<file path="config.mk">
export PLATFORM = sky130hd
export DESIGN_NAME = fnv1a_hash_core
export DESIGN_NICKNAME = d
export VERILOG_FILES = /design/src/rtl/fnv1a_hash_core_pkg.sv /design/src/rtl/fnv1a_hash_core_round.sv /design/src/rtl/fnv1a_hash_core.sv
export SDC_FILE = /design/constraint.sdc
export NUM_CORES = 1
export LEC_CHECK = 0
export ABC_AREA = 1
export BUFFER_PORTS_ARGS = -buffer_cell sky130_fd_sc_hd__buf_2
export CORE_ASPECT_RATIO = 0.6
export CORE_MARGIN = 8
export CORE_UTILIZATION = 45
export DETAILED_ROUTE_END_ITERATION = 16
export GPL_TIMING_DRIVEN = 0
export PLACE_DENSITY = 0.65
export REMOVE_ABC_BUFFERS = 1
export SLEW_MARGIN = 20
export SYNTH_ARGS = -nofsm -noshare
export SYNTH_HDL_FRONTEND = slang
export SYNTH_SLANG_ARGS = --single-unit
</file>
<file path="constraint.sdc">
create_clock -name clk -period 4.7 [get_ports clk]
set_clock_uncertainty 0.2 [all_clocks]
set_input_delay 0.235 -clock clk [delete_from_list [all_inputs] [get_ports clk]]
set_output_delay 0.235 -clock clk [all_outputs]
set_load 0.1 [all_outputs]
</file>
<file path="src/rtl/fnv1a_hash_core_pkg.sv">
// Shared definitions for the FNV-1a 32-bit hash core.
//   fnv32_offset_basis : initial hash value
//   fnv32_prime        : FNV-1a 32-bit multiplier
//   state_e            : absorb/emit controller states
package fnv1a_hash_core_pkg;

    localparam logic [31:0] FNV32_OFFSET_BASIS = 32'h811C9DC5;
    localparam logic [31:0] FNV32_PRIME        = 32'h01000193;

    typedef enum logic {
        StAbsorb = 1'b0,
        StEmit   = 1'b1
    } state_e;

endpackage

</file>
<file path="src/rtl/fnv1a_hash_core_round.sv">
// One combinational FNV-1a round: h_next = (h ^ data) * FNV32_PRIME mod 2^32.
//   h      : current hash value
//   data   : message byte to fold in
//   h_next : updated hash value
// The multiply is the fixed shift-add decomposition of the prime
// (2^24 + 2^8 + 2^7 + 2^4 + 2^1 + 2^0), so no multiplier is inferred.
module fnv1a_round (
    input  logic [31:0] h,
    input  logic [7:0]  data,
    output logic [31:0] h_next
);

    logic [31:0] x;

    always_comb begin
        x      = h ^ {24'h0, data};
        h_next = x + (x << 1) + (x << 4) + (x << 7) + (x << 8) + (x << 24);
    end

endmodule

</file>
<file path="src/rtl/fnv1a_hash_core.sv">
// Byte-serial FNV-1a 32-bit hash core.
// Absorbs one message byte per cycle, then emits the 4-byte digest over a
// valid/ready byte stream.
//   clk, rst_n           : clock, asynchronous active-low reset
//   clear_i              : synchronous abandon/restart, highest priority
//   in_valid/in_data/in_last/in_ready : message byte stream
//   flush_i              : end the message without a byte
//   out_valid/out_data/out_last/out_ready : digest byte stream
//   busy_o               : message in progress or digest pending
// Parameter MSB_FIRST selects digest byte order (1: bits[31:24] first).
module fnv1a_hash_core
    import fnv1a_hash_core_pkg::*;
#(
    parameter bit MSB_FIRST = 1'b1
) (
    input  logic       clk,
    input  logic       rst_n,
    input  logic       clear_i,
    input  logic       in_valid,
    input  logic [7:0] in_data,
    input  logic       in_last,
    input  logic       flush_i,
    output logic       in_ready,
    output logic       out_valid,
    output logic [7:0] out_data,
    output logic       out_last,
    input  logic       out_ready,
    output logic       busy_o
);

    state_e      state_q, state_d;
    logic [31:0] h_q, h_d;
    logic [1:0]  idx_q, idx_d;
    logic        dirty_q, dirty_d;
    logic [31:0] h_next;
    logic [1:0]  sel;
    logic        accept;

    fnv1a_round u_round (
        .h      (h_q),
        .data   (in_data),
        .h_next (h_next)
    );

    assign accept = in_valid & in_ready;

    // The hash register doubles as the digest while emitting: nothing is
    // absorbed in that state, so it holds the latched value.
    always_comb begin
        state_d = state_q;
        h_d     = h_q;
        idx_d   = idx_q;
        dirty_d = dirty_q;
        if (clear_i) begin
            state_d = StAbsorb;
            h_d     = FNV32_OFFSET_BASIS;
            idx_d   = 2'd0;
            dirty_d = 1'b0;
        end else begin
            unique case (state_q)
                StAbsorb: begin
                    if (accept) begin
                        h_d     = h_next;
                        dirty_d = 1'b1;
                    end
                    if ((accept && in_last) || flush_i) begin
                        state_d = StEmit;
                        idx_d   = 2'd0;
                    end
                end
                StEmit: begin
                    if (out_ready) begin
                        idx_d = idx_q + 2'd1;
                        if (idx_q == 2'd3) begin
                            state_d = StAbsorb;
                            h_d     = FNV32_OFFSET_BASIS;
                            dirty_d = 1'b0;
                        end
                    end
                end
                default: state_d = StAbsorb;
            endcase
        end
    end

    always_ff @(posedge clk or negedge rst_n) begin
        if (!rst_n) begin
            state_q <= StAbsorb;
            h_q     <= FNV32_OFFSET_BASIS;
            idx_q   <= 2'd0;
            dirty_q <= 1'b0;
        end else begin
            state_q <= state_d;
            h_q     <= h_d;
            idx_q   <= idx_d;
            dirty_q <= dirty_d;
        end
    end

    // Byte lane of the digest: MSB-first walks lanes 3..0, i.e. ~idx.
    assign sel = MSB_FIRST ? ~idx_q : idx_q;

    always_comb begin
        in_ready  = (state_q == StAbsorb);
        out_valid = (state_q == StEmit);
        out_last  = (state_q == StEmit) && (idx_q == 2'd3);
        out_data  = 8'h00;
        if (state_q == StEmit) begin
            out_data = h_q[{sel, 3'b000} +: 8];
        end
        busy_o = dirty_q | (state_q == StEmit);
    end

endmodule

</file>
**After elaboration in Yosys (flattened, before gate mapping)**

Index checks and enable logic that the tools add are counted.
Widths: inputs -> output; s select.

- $add $sub $neg: 6
- Reductions and logical operators: 5
- Eq/ne operators: 5
- Bitwise logic cells: 5
- Shift operators: 1
- Mux-type cells: 20

Operator list:

| kind | number |
|---|---|
| $add 32x32->32 | 5 |
| $mux 32 | 4 |
| $pmux 32 s2 | 1 |
| $shiftx 32x6->8 | 1 |
| $xor 32x8->32 | 1 |
| $ne 3x2->1 const B | 3 |
| $mux 1 | 8 |
| $mux 8 | 1 |
| $mux 2 | 3 |
| $pmux 1 s2 | 2 |
| $pmux 2 s2 | 1 |
| $ne 3x3->1 const B | 1 |
| $reduce_and 3->1 | 1 |
| $add 2x1->2 const B | 1 |
| $eq 2x2->1 const B | 1 |
| $logic_and 1x1->1 | 2 |
| $not 2->2 | 1 |
| $reduce_and 2->1 | 1 |
| $and 1x1->1 | 1 |
| $logic_or 1x1->1 | 1 |
| $not 1->1 | 1 |
| $or 1x1->1 | 1 |

- Register bits: 36
- Output and inout port bits: 12
- Input port bits: 15
- Logic and storage cells: 46

**Longest topological paths before layout**

- Depth in word-level cells: 9
- Mapped depth: 21
- Mapped depth without buffers: 21

**By module**

Synthesis repeated with hierarchy kept, for this count alone.

- Cells, all modules: 893
- Area total of the unflattened synthesis: 6712.7 um^2

By module, submodules not included:

| module | instances | area an instance (um^2) | cells an instance | sequential area each (um^2) |
|---|---|---|---|---|
| fnv1a_round | 1 | 4693.3 | 668 | 0.0 |
| fnv1a_hash_core | 1 | 2019.4 | 225 | 918.4 |

**Worst setup path before layout**

OpenSTA, ideal clock, no wires.

- Path kind: reg-to-reg
- Start: reg h_q[2]
- End: reg h_q[30]
- Data arrival time: 3.636 ns
- Setup slack: 0.746 ns
- Path buffers: 0
- Period minus slack after synthesis: 3.954 ns
- Stages on the path, launching flop included: 19
- Library setup time: 0.118 ns
- Required time: 4.382 ns
- Cell sequence: dfstp_2 xor2_1 inv_1 fa_1 inv_1 fa_1 inv_1 fa_1 inv_1 ha_1 nand2_1 nor2_2 nand3_1 nand3_1 nand2_1 nand3_1 nand2_1 nand3_1 nand2_1

- Cells in the longest elaborated chain, start to end: 9

RTL lines:

| element | line | text |
|---|---|---|
| start: declaration | fnv1a_hash_core.sv:32 | `logic [31:0] h_q, h_d;` |
| start signal: assignment | fnv1a_hash_core.sv:89 | `h_q <= FNV32_OFFSET_BASIS;` |
| start signal: assignment | fnv1a_hash_core.sv:94 | `h_q <= h_d;` |
| $xor 32x8->32 (*) | fnv1a_hash_core_round.sv:16 | `x = h ^ {24'h0, data};` |
| $add 32x32->32 (4 in series) | fnv1a_hash_core_round.sv:17 | `h_next = x + (x << 1) + (x << 4) + (x << 7) + (x << 8) + (x << 24);` |
| $add 32x32->32 (*) | fnv1a_hash_core_round.sv:17 |  |
| $mux 32 (*) | fnv1a_hash_core.sv:62 | `if (accept) begin` |
| $pmux 32 s2 (*) | fnv1a_hash_core.sv:60 | `unique case (state_q)` |
| $mux 32 (*) | fnv1a_hash_core.sv:54 | `if (clear_i) begin` |

Every way passes the cells marked *; elsewhere a longest branch is shown, timed or not. The select of a mux whose other input is x is not followed.
A chain may end at the register's enable or synchronous reset.

**Worst setup path in the final report**

Ends and elaborated chain as after synthesis.

==> impl_metrics.tcl <==
set metrics [dict create \
    final_cell_mix "inv_1, nand2_1, fa_1, ha_1, a21oi_1" \
    drive_gt1_frac 0.1251 \
    fillerInstances 1339 \
    slew_headroom 0.3462 \
    reg2reg_slack_ps 260 \
    worstRegToRegCells 18 \
    core_um2 13580 \
    ys_ff_latch 36 \
    portBuffers 26 \
    yosys.area_share.simple 0.1953 \
    antenna_left 0 \
    slew_violations 0 \
    synth.avg_cell_area_um2 7.489 \
    grt_pass1_vias 5405 \
    fin_crit_ps 4436 \
    clkSinkCount 36 \
    synth_edf_count 0 \
    firstDrtPassIters 5 \
    rows 33 \
    syn_inst 829 \
    hold_path_depth 4 \
    ys_types 37 \
    vias 5298 \
    endpoint_kind "register" \
    synth.yosys.warnings 0 \
    r2r-start "h_q[2]" \
    die_h_um 107.0 \
    synth_xor_area_frac 0.02781 \
    start_kind "register" \
    cts-root-buf "clkbuf_16" \
    timing.final.crit_share 0.9439 \
    clk_latency_ps 290 \
    drc 0 \
    status "finished clean" \
    hpwl_um 15260 \
    cts_tree "done" \
    grt_max_degree 37 \
    start_util 0.4570 \
    dieArea_um2 17940 \
    fin_nets 1007 \
    detail_route.wirelength_um 18090 \
    synthFlopType "dfrtp_1" \
    multi_input_area_um2 4469 \
    vias_per_cell 5.144 \
    antennaDiodeCount 0 \
    arrival_ps 4410 \
    async_reset_ff_frac 1.000 \
    hp-start "out_ready" \
    drt-initial-drc-count 399 \
    crit_required_ps 4670 \
    fmax_mhz 225.4 \
    hold_violations 0 \
    synthAdderAreaFrac 0.3724 \
    clock_path_buffers 2 \
    final_common_cell "inv_1" \
    htreeDepth 2 \
    rr_endpoint "h_q[30]" \
    hold_class "input pin to register" \
    grt_usage 0.2152 \
    dp_slack_ps -65.23 \
    synth_mux_area_frac 0 \
    min_to "out_valid" \
    crit_type "register to register" \
    worstMarginPinSlew_ps 980.8 \
    synth_top_family_by_area "adder cells" \
    synth_area_um2 6208 \
    final.setup.worst_slack_ps 263.7 \
    drv_cap 0 \
    post_drt_wl_per_cell_um 17.56 \
    gr-total-overflow 0 \
    antenna_found_initial 0 \
    path_clk_slew_ps 70 \
    setup_viol 0 \
    die_x_um 167.6 \
    grt_pass1_wl_um 29730 \
    crit_path_max_fanout 4 \
    area_growth_pct 8.867 \
    synth_compound_area_frac 0.1135 \
    place.gp.congestion 0.9540 \
    seqCellArea_um2 918.4 \
    cts_buffers 5 \
    ios 27 \
    ys_seq_area_frac 0.1479 \
]
[worst max-delay path: stages, from the launching register on]
cell	delay (ps)
dfstp_2	600
xor2_4	210
inv_2	110
fa_1	490
inv_1	60
fa_1	520
inv_1	50
fa_1	590
inv_1	70
ha_2	380
nand2_2	110
nor2_4	140
nand3_1	90
nand3_1	170
nand2_1	130
nand3_1	90
nand2_1	50
nand3_1	180
nand2_1	90
[routing by layer]
| layer | global-route usage | vias to the layer above | part of all wire |
|---|---|---|---|
| met2 | 0.2780 | 214 | 0.35 |
| li1 | - | 2589 | - |
| met3 | 0.07924 | 12 | 0.12 |
| met4 | 0.02917 | 0 | 0.0083 |
| met5 | 0 | - | 0 |
| met1 | 0.3344 | 2483 | 0.52 |
[cells in the mapped netlist (7+ instances only)]
library cell  number  area, um^2
nand4_1            8       50.05
a21oi_1           55       275.3
xnor2_1            7       61.31
o21ai_0           26       130.1
nor2_2             9       56.30
inv_2             16       60.06
ha_1              60       750.7
dfrtp_1           22       550.5
nand2_2           10       62.56
inv_1            207       777.0
o22ai_1           10       62.56
nand2_1          153       574.3
nand3_1           39       195.2
xor2_1             9       78.83
o21ai_1           18       90.09
nor2_1            40       150.1
dfstp_2           14       367.9
fa_1              78        1562
[what timing repair did]
item                                    CTS  global route
buffers inserted                          0             0
hold buffers                              1             0
endpoints found under the setup margin    2            14
hold endpoints to repair                 22             0
pin swaps                                 0             1
resized for setup                         1            11
[logic make-up (layout without fill, tap and decap cells)]
kind of cell               after synthesis  in the layout
and+or+nand+nor                        275            275
DFF                                     36             36
xor gates and xnor gates                18             18
adders and majority gates              138            138
buffers and inverters                  235            261
AOI/OAI and AO/OA                      127            127
[sequential cells by signal, summed over array words and instances, names as in the netlist]
name       cells
out_valid      1
idx_q          2
h_q           32
dirty_q        1
[through the flow]
step | cells | hold slack, ps | setup TNS (ps) | cell area (um^2) | util
after floorplan | 819 | -260.6 | 0 | 6165 | -
after global placement | 1020 | 237.5 | -149.6 | 6514 | 0.4795
after detailed placement | 1021 | 243.6 | -124.0 | 6528 | 0.4805
after CTS | 1030 | 65.77 | 0 | 6701 | 0.4933
after global routing | 1030 | 102.3 | -8.333 | 6759 | 0.4976
final | 1030 | 75.46 | 0 | 6759 | 0.4976
[worst max-delay path by stage]
stage / endpoint / slack, ps / from
after global routing: h_q[30] / -8 / h_q[1]
after CTS: h_q[30] / 10 / h_q[6]
after global placement: h_q[31] / -100 / h_q[2]
after detailed placement: h_q[31] / -70 / h_q[2]
final: h_q[30] / 260 / h_q[2]
after floorplan: h_q[31] / 720 / h_q[2]
[final cells by class]
class,count,share of cell area
Multi-Input combinational cell,558,0.6612
Sequential cell,36,0.1359
Inverter,225,0.1250
Tap cell,175,0.03240
Clock buffer,8,0.02314
Timing Repair Buffer,28,0.02240
Power is left out: the tool's default activity adds up to more than one toggle a clock period on the data nets, which glitch-free logic cannot reach.
